==> config.mk <==
export PLATFORM = sky130hd
export DESIGN_NAME = vga_tile_display
export DESIGN_NICKNAME = d
export VERILOG_FILES = /design/src/rtl/vga_tile_pkg.sv /design/src/rtl/vga_timing.sv /design/src/rtl/vga_tile_display.sv
export SDC_FILE = /design/constraint.sdc
export NUM_CORES = 2
export LEC_CHECK = 0
export CAP_MARGIN = 20
export CORE_MARGIN = 2
export CORE_UTILIZATION = 60
export DETAILED_ROUTE_END_ITERATION = 6
export PLACE_DENSITY = 0.77
export RECOVER_POWER = 100
export SYNTH_ARGS = -nofsm -noshare
export SYNTH_HDL_FRONTEND = slang
export SYNTH_SLANG_ARGS = --single-unit
==> constraint.sdc <==
create_clock -name clk -period 173.7 [get_ports clk]
set_input_delay 43.425 -clock clk [delete_from_list [all_inputs] [get_ports clk]]
set_output_delay 43.425 -clock clk [all_outputs]
set_load 0.1 [all_outputs]
==> src/rtl/vga_tile_pkg.sv <==
// +--------------------------------------------------------------------------+
// | vga_tile_pkg : shared timing defaults, bus map helpers, colour type        |
// | Rev 1.0                                                                  |
// +--------------------------------------------------------------------------+
`default_nettype none

package vga_tile_pkg;

  localparam int DEF_CLK_DIV  = 4;
  localparam int DEF_H_ACTIVE = 640;
  localparam int DEF_H_FP     = 16;
  localparam int DEF_H_SYNC   = 96;
  localparam int DEF_H_BP     = 48;
  localparam int DEF_V_ACTIVE = 480;
  localparam int DEF_V_FP     = 10;
  localparam int DEF_V_SYNC   = 2;
  localparam int DEF_V_BP     = 33;
  localparam int DEF_COLOR_W  = 4;
  localparam int DEF_ADDR_W   = 10;

  typedef struct packed {
    logic [DEF_COLOR_W-1:0] r;
    logic [DEF_COLOR_W-1:0] g;
    logic [DEF_COLOR_W-1:0] b;
  } rgb_t;

  function automatic int h_total(input int active, input int fp, input int sync, input int bp);
    return active + fp + sync + bp;
  endfunction

  function automatic int v_total(input int active, input int fp, input int sync, input int bp);
    return active + fp + sync + bp;
  endfunction

  // Palette window sits in the upper half of the register space.
  function automatic int pal_base(input int addr_w);
    return 1 << (addr_w - 1);
  endfunction

  localparam int DEF_PAL_BASE = pal_base(DEF_ADDR_W);

endpackage

`default_nettype wire

==> src/rtl/vga_timing.sv <==
// +--------------------------------------------------------------------------+
// | vga_timing : pixel divider, h/v counters, sync/active and frame_tick      |
// | Rev 1.0                                                                  |
// +--------------------------------------------------------------------------+
`default_nettype none

module vga_timing
  import vga_tile_pkg::*;
#(
  parameter int CLK_DIV  = DEF_CLK_DIV,
  parameter int H_ACTIVE = DEF_H_ACTIVE,
  parameter int H_FP     = DEF_H_FP,
  parameter int H_SYNC   = DEF_H_SYNC,
  parameter int H_BP     = DEF_H_BP,
  parameter int V_ACTIVE = DEF_V_ACTIVE,
  parameter int V_FP     = DEF_V_FP,
  parameter int V_SYNC   = DEF_V_SYNC,
  parameter int V_BP     = DEF_V_BP,
  parameter int HW       = $clog2(h_total(H_ACTIVE, H_FP, H_SYNC, H_BP)),
  parameter int VW       = $clog2(v_total(V_ACTIVE, V_FP, V_SYNC, V_BP))
) (
  input  logic          clk,
  input  logic          reset,
  output logic          pix_en_o,
  output logic [HW-1:0] h_cnt_o,
  output logic [VW-1:0] v_cnt_o,
  output logic          active_o,
  output logic          hsync_o,
  output logic          vsync_o,
  output logic          frame_tick_o
);

  localparam int H_TOTAL = h_total(H_ACTIVE, H_FP, H_SYNC, H_BP);
  localparam int V_TOTAL = v_total(V_ACTIVE, V_FP, V_SYNC, V_BP);

  logic [HW-1:0] h_cnt_q;
  logic [VW-1:0] v_cnt_q;
  logic          frame_tick_q;

  generate
    if (CLK_DIV == 1) begin : g_no_div
      assign pix_en_o = 1'b1;
    end else begin : g_div
      localparam int DW = $clog2(CLK_DIV);
      logic [DW-1:0] div_q;
      always_ff @(posedge clk or posedge reset) begin
        if (reset) div_q <= '0;
        else       div_q <= div_q + DW'(1);
      end
      // Power-of-two divide: the enable fires on the all-ones count.
      assign pix_en_o = &div_q;
    end
  endgenerate

  always_ff @(posedge clk or posedge reset) begin
    if (reset) begin
      h_cnt_q      <= '0;
      v_cnt_q      <= '0;
      frame_tick_q <= 1'b0;
    end else begin
      frame_tick_q <= pix_en_o && (h_cnt_q == '0) && (v_cnt_q == '0);
      if (pix_en_o) begin
        if (32'(h_cnt_q) == H_TOTAL - 1) begin
          h_cnt_q <= '0;
          v_cnt_q <= (32'(v_cnt_q) == V_TOTAL - 1) ? '0 : v_cnt_q + VW'(1);
        end else begin
          h_cnt_q <= h_cnt_q + HW'(1);
        end
      end
    end
  end

  assign h_cnt_o      = h_cnt_q;
  assign v_cnt_o      = v_cnt_q;
  assign frame_tick_o = frame_tick_q;
  assign active_o     = (32'(h_cnt_q) < H_ACTIVE) && (32'(v_cnt_q) < V_ACTIVE);
  assign hsync_o      = (32'(h_cnt_q) >= H_ACTIVE + H_FP) &&
                        (32'(h_cnt_q) <  H_ACTIVE + H_FP + H_SYNC);
  assign vsync_o      = (32'(v_cnt_q) >= V_ACTIVE + V_FP) &&
                        (32'(v_cnt_q) <  V_ACTIVE + V_FP + V_SYNC);

endmodule

`default_nettype wire

==> src/rtl/vga_tile_display.sv <==
// +--------------------------------------------------------------------------+
// | vga_tile_display : tile/palette VGA renderer with CPU port and blink      |
// | Optional grid lines via `define GRID_LINE_EN.  Rev 1.0                    |
// +--------------------------------------------------------------------------+
`default_nettype none

module vga_tile_display
  import vga_tile_pkg::*;
#(
  parameter int CLK_DIV      = DEF_CLK_DIV,
  parameter int H_ACTIVE     = DEF_H_ACTIVE,
  parameter int H_FP         = DEF_H_FP,
  parameter int H_SYNC       = DEF_H_SYNC,
  parameter int H_BP         = DEF_H_BP,
  parameter int V_ACTIVE     = DEF_V_ACTIVE,
  parameter int V_FP         = DEF_V_FP,
  parameter int V_SYNC       = DEF_V_SYNC,
  parameter int V_BP         = DEF_V_BP,
  parameter bit SYNC_POL     = 1'b0,
  parameter int TILE_SHIFT   = 5,
  parameter int GRID_W       = 20,
  parameter int GRID_H       = 15,
  parameter int STATE_W      = 4,
  parameter int COLOR_W      = DEF_COLOR_W,
  parameter int ADDR_W       = DEF_ADDR_W,
  parameter int BLINK_FRAMES = 30
) (
  input  logic               clk,
  input  logic               reset,
  input  logic               over,
  input  logic               state_we,
  input  logic [ADDR_W-1:0]  reg_addr,
  input  logic [31:0]        data_in,
  output logic [31:0]        data_out,
  output logic [COLOR_W-1:0] red,
  output logic [COLOR_W-1:0] green,
  output logic [COLOR_W-1:0] blue,
  output logic               hsync,
  output logic               vsync,
  output logic               frame_tick
);

  localparam int HW     = $clog2(h_total(H_ACTIVE, H_FP, H_SYNC, H_BP));
  localparam int VW     = $clog2(v_total(V_ACTIVE, V_FP, V_SYNC, V_BP));
  localparam int NTILES = GRID_W * GRID_H;
  localparam int TIDX_W = (NTILES > 1) ? $clog2(NTILES) : 1;
  localparam int NPAL   = 1 << STATE_W;
  localparam int RGB_W  = 3 * COLOR_W;
  localparam int PAL_LO = pal_base(ADDR_W);
  localparam int BW     = (BLINK_FRAMES > 1) ? $clog2(BLINK_FRAMES) : 1;

  logic          pix_en, t_active, t_hs, t_vs;
  logic [HW-1:0] h_cnt;
  logic [VW-1:0] v_cnt;

  vga_timing #(
    .CLK_DIV(CLK_DIV), .H_ACTIVE(H_ACTIVE), .H_FP(H_FP), .H_SYNC(H_SYNC), .H_BP(H_BP),
    .V_ACTIVE(V_ACTIVE), .V_FP(V_FP), .V_SYNC(V_SYNC), .V_BP(V_BP), .HW(HW), .VW(VW)
  ) u_timing (
    .clk(clk), .reset(reset), .pix_en_o(pix_en), .h_cnt_o(h_cnt), .v_cnt_o(v_cnt),
    .active_o(t_active), .hsync_o(t_hs), .vsync_o(t_vs), .frame_tick_o(frame_tick)
  );

  logic [STATE_W-1:0] state_q [NTILES];
  logic [RGB_W-1:0]   pal_q   [NPAL];
  logic [31:0]        data_out_q, data_out_d;
  logic               tile_hit, pal_hit;
  logic [TIDX_W-1:0]  cpu_tidx;
  logic [STATE_W-1:0] cpu_pidx;
  logic               unused_data_bits;

  assign unused_data_bits = ^data_in[31:RGB_W];

  always_comb begin
    tile_hit   = 32'(reg_addr) < NTILES;
    pal_hit    = (32'(reg_addr) >= PAL_LO) && (32'(reg_addr) < PAL_LO + NPAL);
    cpu_tidx   = reg_addr[TIDX_W-1:0];
    cpu_pidx   = reg_addr[STATE_W-1:0];
    data_out_d = '0;
    if (tile_hit)     data_out_d = 32'(state_q[cpu_tidx]);
    else if (pal_hit) data_out_d = 32'(pal_q[cpu_pidx]);
  end

  always_ff @(posedge clk or posedge reset) begin
    if (reset) begin
      for (int i = 0; i < NTILES; i++) state_q[i] <= '0;
      for (int i = 0; i < NPAL; i++)   pal_q[i]   <= '0;
      data_out_q <= '0;
    end else begin
      data_out_q <= data_out_d;
      if (state_we && tile_hit) state_q[cpu_tidx] <= data_in[STATE_W-1:0];
      if (state_we && pal_hit)  pal_q[cpu_pidx]   <= data_in[RGB_W-1:0];
    end
  end

  assign data_out = data_out_q;

  logic [BW-1:0] blink_cnt_q;
  logic          blink_q;

  always_ff @(posedge clk or posedge reset) begin
    if (reset) begin
      blink_cnt_q <= '0;
      blink_q     <= 1'b0;
    end else if (!over) begin
      blink_cnt_q <= '0;
      blink_q     <= 1'b0;
    end else if (frame_tick) begin
      if (32'(blink_cnt_q) == BLINK_FRAMES - 1) begin
        blink_cnt_q <= '0;
        blink_q     <= ~blink_q;
      end else begin
        blink_cnt_q <= blink_cnt_q + BW'(1);
      end
    end
  end

  logic [HW-1:0]      s1_tx_q;
  logic [VW-1:0]      s1_ty_q;
  logic               s1_in_grid_q, s1_active_q, s1_hs_q, s1_vs_q;
  logic [HW-1:0]      tx_d;
  logic [VW-1:0]      ty_d;
  logic [TIDX_W-1:0]  pix_tidx;
  logic [STATE_W-1:0] pix_state;
  logic [RGB_W-1:0]   rgb_d, rgb_q;
  logic               hsync_q, vsync_q;
`ifdef GRID_LINE_EN
  logic               s1_line_q;
`endif

  assign tx_d = h_cnt >> TILE_SHIFT;
  assign ty_d = v_cnt >> TILE_SHIFT;

  // Stage 2 reads the array combinationally, so a same-edge CPU write shows next pixel.
  always_comb begin
    pix_tidx  = s1_in_grid_q ? TIDX_W'(32'(s1_ty_q) * GRID_W + 32'(s1_tx_q)) : '0;
    pix_state = s1_in_grid_q ? state_q[pix_tidx] : '0;
    rgb_d     = pal_q[pix_state];
`ifdef GRID_LINE_EN
    if (s1_in_grid_q && s1_line_q) rgb_d = pal_q[NPAL-1];
`endif
    if (blink_q)      rgb_d = ~rgb_d;
    if (!s1_active_q) rgb_d = '0;
  end

  always_ff @(posedge clk or posedge reset) begin
    if (reset) begin
      s1_tx_q      <= '0;
      s1_ty_q      <= '0;
      s1_in_grid_q <= 1'b0;
      s1_active_q  <= 1'b0;
      s1_hs_q      <= 1'b0;
      s1_vs_q      <= 1'b0;
`ifdef GRID_LINE_EN
      s1_line_q    <= 1'b0;
`endif
      rgb_q        <= '0;
      hsync_q      <= ~SYNC_POL;
      vsync_q      <= ~SYNC_POL;
    end else if (pix_en) begin
      s1_tx_q      <= tx_d;
      s1_ty_q      <= ty_d;
      s1_in_grid_q <= (32'(tx_d) < GRID_W) && (32'(ty_d) < GRID_H);
      s1_active_q  <= t_active;
      s1_hs_q      <= t_hs;
      s1_vs_q      <= t_vs;
`ifdef GRID_LINE_EN
      s1_line_q    <= (h_cnt[TILE_SHIFT-1:0] == '0) || (v_cnt[TILE_SHIFT-1:0] == '0);
`endif
      rgb_q        <= rgb_d;
      hsync_q      <= s1_hs_q ? SYNC_POL : ~SYNC_POL;
      vsync_q      <= s1_vs_q ? SYNC_POL : ~SYNC_POL;
    end
  end

  assign red   = rgb_q[RGB_W-1 -: COLOR_W];
  assign green = rgb_q[2*COLOR_W-1 -: COLOR_W];
  assign blue  = rgb_q[COLOR_W-1:0];
  assign hsync = hsync_q;
  assign vsync = vsync_q;

endmodule

`default_nettype wire

==> impl_metrics.csv <==
group,metric,value,unit
cts,cts_setup_buffers,0,
timing,timing.hold.ws,0.415,ns
worst_setup_path,rr_worst_depth,13,
worst_setup_path,critPathLaunchType,"input pin",
worst_setup_path,timing.setup.critical_path_class,"in2async",
cts,clk_pin_slew_worst_paths,0.06,ns
die,die-area,0.136,mm²
run_status,status,"complete, but fails checks",
cells_and_area,drive_gt1_frac,0.430,
global_route,grt_pass1_wl,384,mm
job,maxCapViolCount,60,
worst_setup_path,required,173.71,ns
route,vias_per_cell,7.46,
cts,insertion_delay,0.83,ns
cells_and_area,final_cells,7545,
cts,clkSinkCount,1460,
timing,slew_viol_final,2312,
global_route,antenna_found_initial,19,
global_route,grt_pass1_vias,56200,
global_route,track_usage,0.384,
logic_synthesis,synth_edf_count,0,
die,dieHeight,369,µm
logic_synthesis,synthCells,5788,
logic_synthesis,synth.top_cell.area_share,0.456,
cts,tritoncts,"built",
timing,worst_pin_slew,9.36,ns
place,dpl.hpwl,161,mm
place,gp_congestion,1.02,
route,drc_errors,0,
route,vias,56300,
logic_synthesis,synthArstFlopShare,1.00,
logic_synthesis,avgSynthCellArea,13.8,µm²
cells_and_area,num-nets-final,5705,
place,dpl.cell_count,7241,
die,io_pins,93,
route,wirelength,260,mm
cts,cts_resized,0,
global_route,overflow,0,
die,die_width,369,µm
power_and_ir_drop,power.total,736,µW
logic_synthesis,ys_types,101,
timing,worst_slack,110.62,ns
timing,fin_crit,63.08,ns
power_and_ir_drop,power.leakage,39.1,nW
place,preCtsSetupSlack,124.27,ns
logic_synthesis,synth-seq-area-share,0.456,
logic_synthesis,yosysTopAreaCell,"dfrtp_1",
worst_setup_path,cp-end-kind,"asynchronous set/reset pin",
timing,hold_viol_final,0,
route,post_drt_wl_per_cell,34.5,µm
route,ant_nets,0,
timing,finalClockSkew,0.0333,ns
timing,rsz0062_at_grt,"false",
route,drt_iter0_markers,7820,
die,rows,134,
cells_and_area,area_growth,8.42,%
timing,max_freq,15.9,MHz
cts,cts_buffer_depth,3,
logic_synthesis,ys_ff_latch,1460,
cts,cts_hold_buf,0,
run_status,failed_checks,"capacitance limit, slew limit",
timing,tns,0,ns
min_path,hold_path_depth,1,
worst_setup_path,crit_arrival,63.10,ns
route,dr.pass1.iters,6,
timing,maxSlewHeadroom,-5.24,
timing,setup_viol_count_final,0,
timing,fin_crit_sh,0.363,
die,initial_core_util,0.602,
logic_synthesis,synth_top_flop_cell,"dfrtp_1",
power_and_ir_drop,max-vdd-ir-drop,11.3,µV
logic_synthesis,synth_most_common_cell,"mux2_2",
power_and_ir_drop,p_per_area,8.48,mW/mm²
die,coreArea,0.133,mm²
worst_setup_path,crit_path_max_fanout,168,
logic_synthesis,synth.area.top_cells,"dfrtp_1, mux2_2, mux4_2, mux2i_1, nand2_1",
cts,htreeDepth,4,
place,port_buffers,52,
cts,cts-root-buf,"clkbuf_16",
logic_synthesis,synth_common_cells,"mux2_2, dfrtp_1, mux4_2, nand2_1, clkbuf_1",
logic_synthesis,netlist_area,0.0801,mm²
logic_synthesis,yosys_warnings,0,
min_path,worstHoldPathType,"reg2reg",
cts,numCtsBuffers,157,
cells_and_area,fill_cells,9415,
global_route,grt_max_degree,178,
==> per-layer routing <==
metal	up-vias	share of wire	global-route usage
li1	21900	-	-
met1	29200	0.36	0.511
met2	4101	0.43	0.539
met3	1038	0.13	0.128
met4	16	0.077	0.255
met5	-	0.00080	0.00427
==> sequential cells by signal (all words and copies together) (netlist names) <==
register               count
blink_cnt_q                5
blink_q                    1
data_out                  12
hsync                      1
pal_q                    192
rgb_q                     12
s1_hs_q                    1
s1_in_grid_q               1
s1_tx_q                    5
s1_ty_q                    5
s1_vs_q                    1
state_q                 1200
u_timing.frame_tick_o      1
u_timing.g_div.div_q       2
u_timing.h_cnt_o          10
u_timing.v_cnt_o          10
vsync                      1
==> metrics by stage <==
| step | util | instance area, µm² |
|---|---|---|
| 2_1_floorplan | - | 80200 |
| 3_3_place_gp | 0.614 | 81700 |
| 3_5_place_dp | 0.614 | 81700 |
| 4_1_cts | 0.655 | 87100 |
| 5_1_grt | 0.653 | 86800 |
| 6_report | 0.653 | 86800 |
==> critical path, stage by stage <==
cell,delay [ns]
dlygate4sd3_1,0.55
clkinvlp_2,3.25
clkbuf_1,6.43
clkbuf_1,2.75
clkbuf_1,3.04
clkbuf_1,0.54
clkbuf_1,2.72
==> cell families (layout without fill, tap and decap cells) <==
family	after synthesis	count (layout)	share of synthesized area
flip-flops	1460	1460	0.456
XOR/XNOR	30	30	0.00355
other	1	33	0.0000468
AND/OR/NAND/NOR	818	818	0.0452
multiplexers	2252	2252	0.398
adder cells (fa/ha/maj)	18	18	0.00300
buffers and inverters	577	534	0.0355
AO/OA/AOI/OAI	632	632	0.0581
==> cell type report <==
type                    instances  area [µm²]  area share
well taps                    1768        2210      0.0255
inverters                      48         181     0.00209
diodes                         13        32.5    0.000375
repair buffers                204        1540      0.0178
flip-flops and latches       1460       36500       0.421
clock buffers                 226        4640      0.0535
clock inverters                56         758     0.00873
multi-input cells            3770       40900       0.471
==> power breakdown <==
part | total (mW) | internal, mW | switching, mW
logic | 0.0373 | 0.0113 | 0.0260
registers | 0.346 | 0.344 | 0.00269
clock network | 0.353 | 0.207 | 0.145
total | 0.736 | 0.562 | 0.174
==> final timing paths <==
check                             from  slack [ns]           end
min in group asynchronous        reset       44.92  state_q[732]
max in group clk           reg_addr[0]      113.79  state_q[216]
setup / recovery                 reset      110.62  state_q[112]
setup reg to reg            s1_ty_q[0]      160.73      rgb_q[8]
hold reg to reg                s1_vs_q        0.41         vsync
hold / removal                 s1_vs_q        0.41         vsync
==> placed cells by master, fill, tap and decap left out, types with 17 or more instances in the layout <==
cell type	count
mux2_2	1456
dfrtp_1	1455
mux4_2	602
nand2_1	469
mux2i_1	187
clkbuf_16	162
nor2_1	114
buf_4	99
o21ai_0	88
clkbuf_1	78
a21oi_1	71
o22ai_1	66
a221oi_1	53
nand3_1	51
a211oi_1	49
inv_1	41
a22oi_1	40
clkbuf_8	35
nand2b_1	33
o221ai_1	29
dlygate4sd3_1	29
clkinv_2	26
and2_1	24
nor2b_1	21
a31oi_1	21
conb_1	20
o211ai_1	18
a221o_1	18
nor3_1	17
o22a_1	17
(Power assumes the default switching activity.)
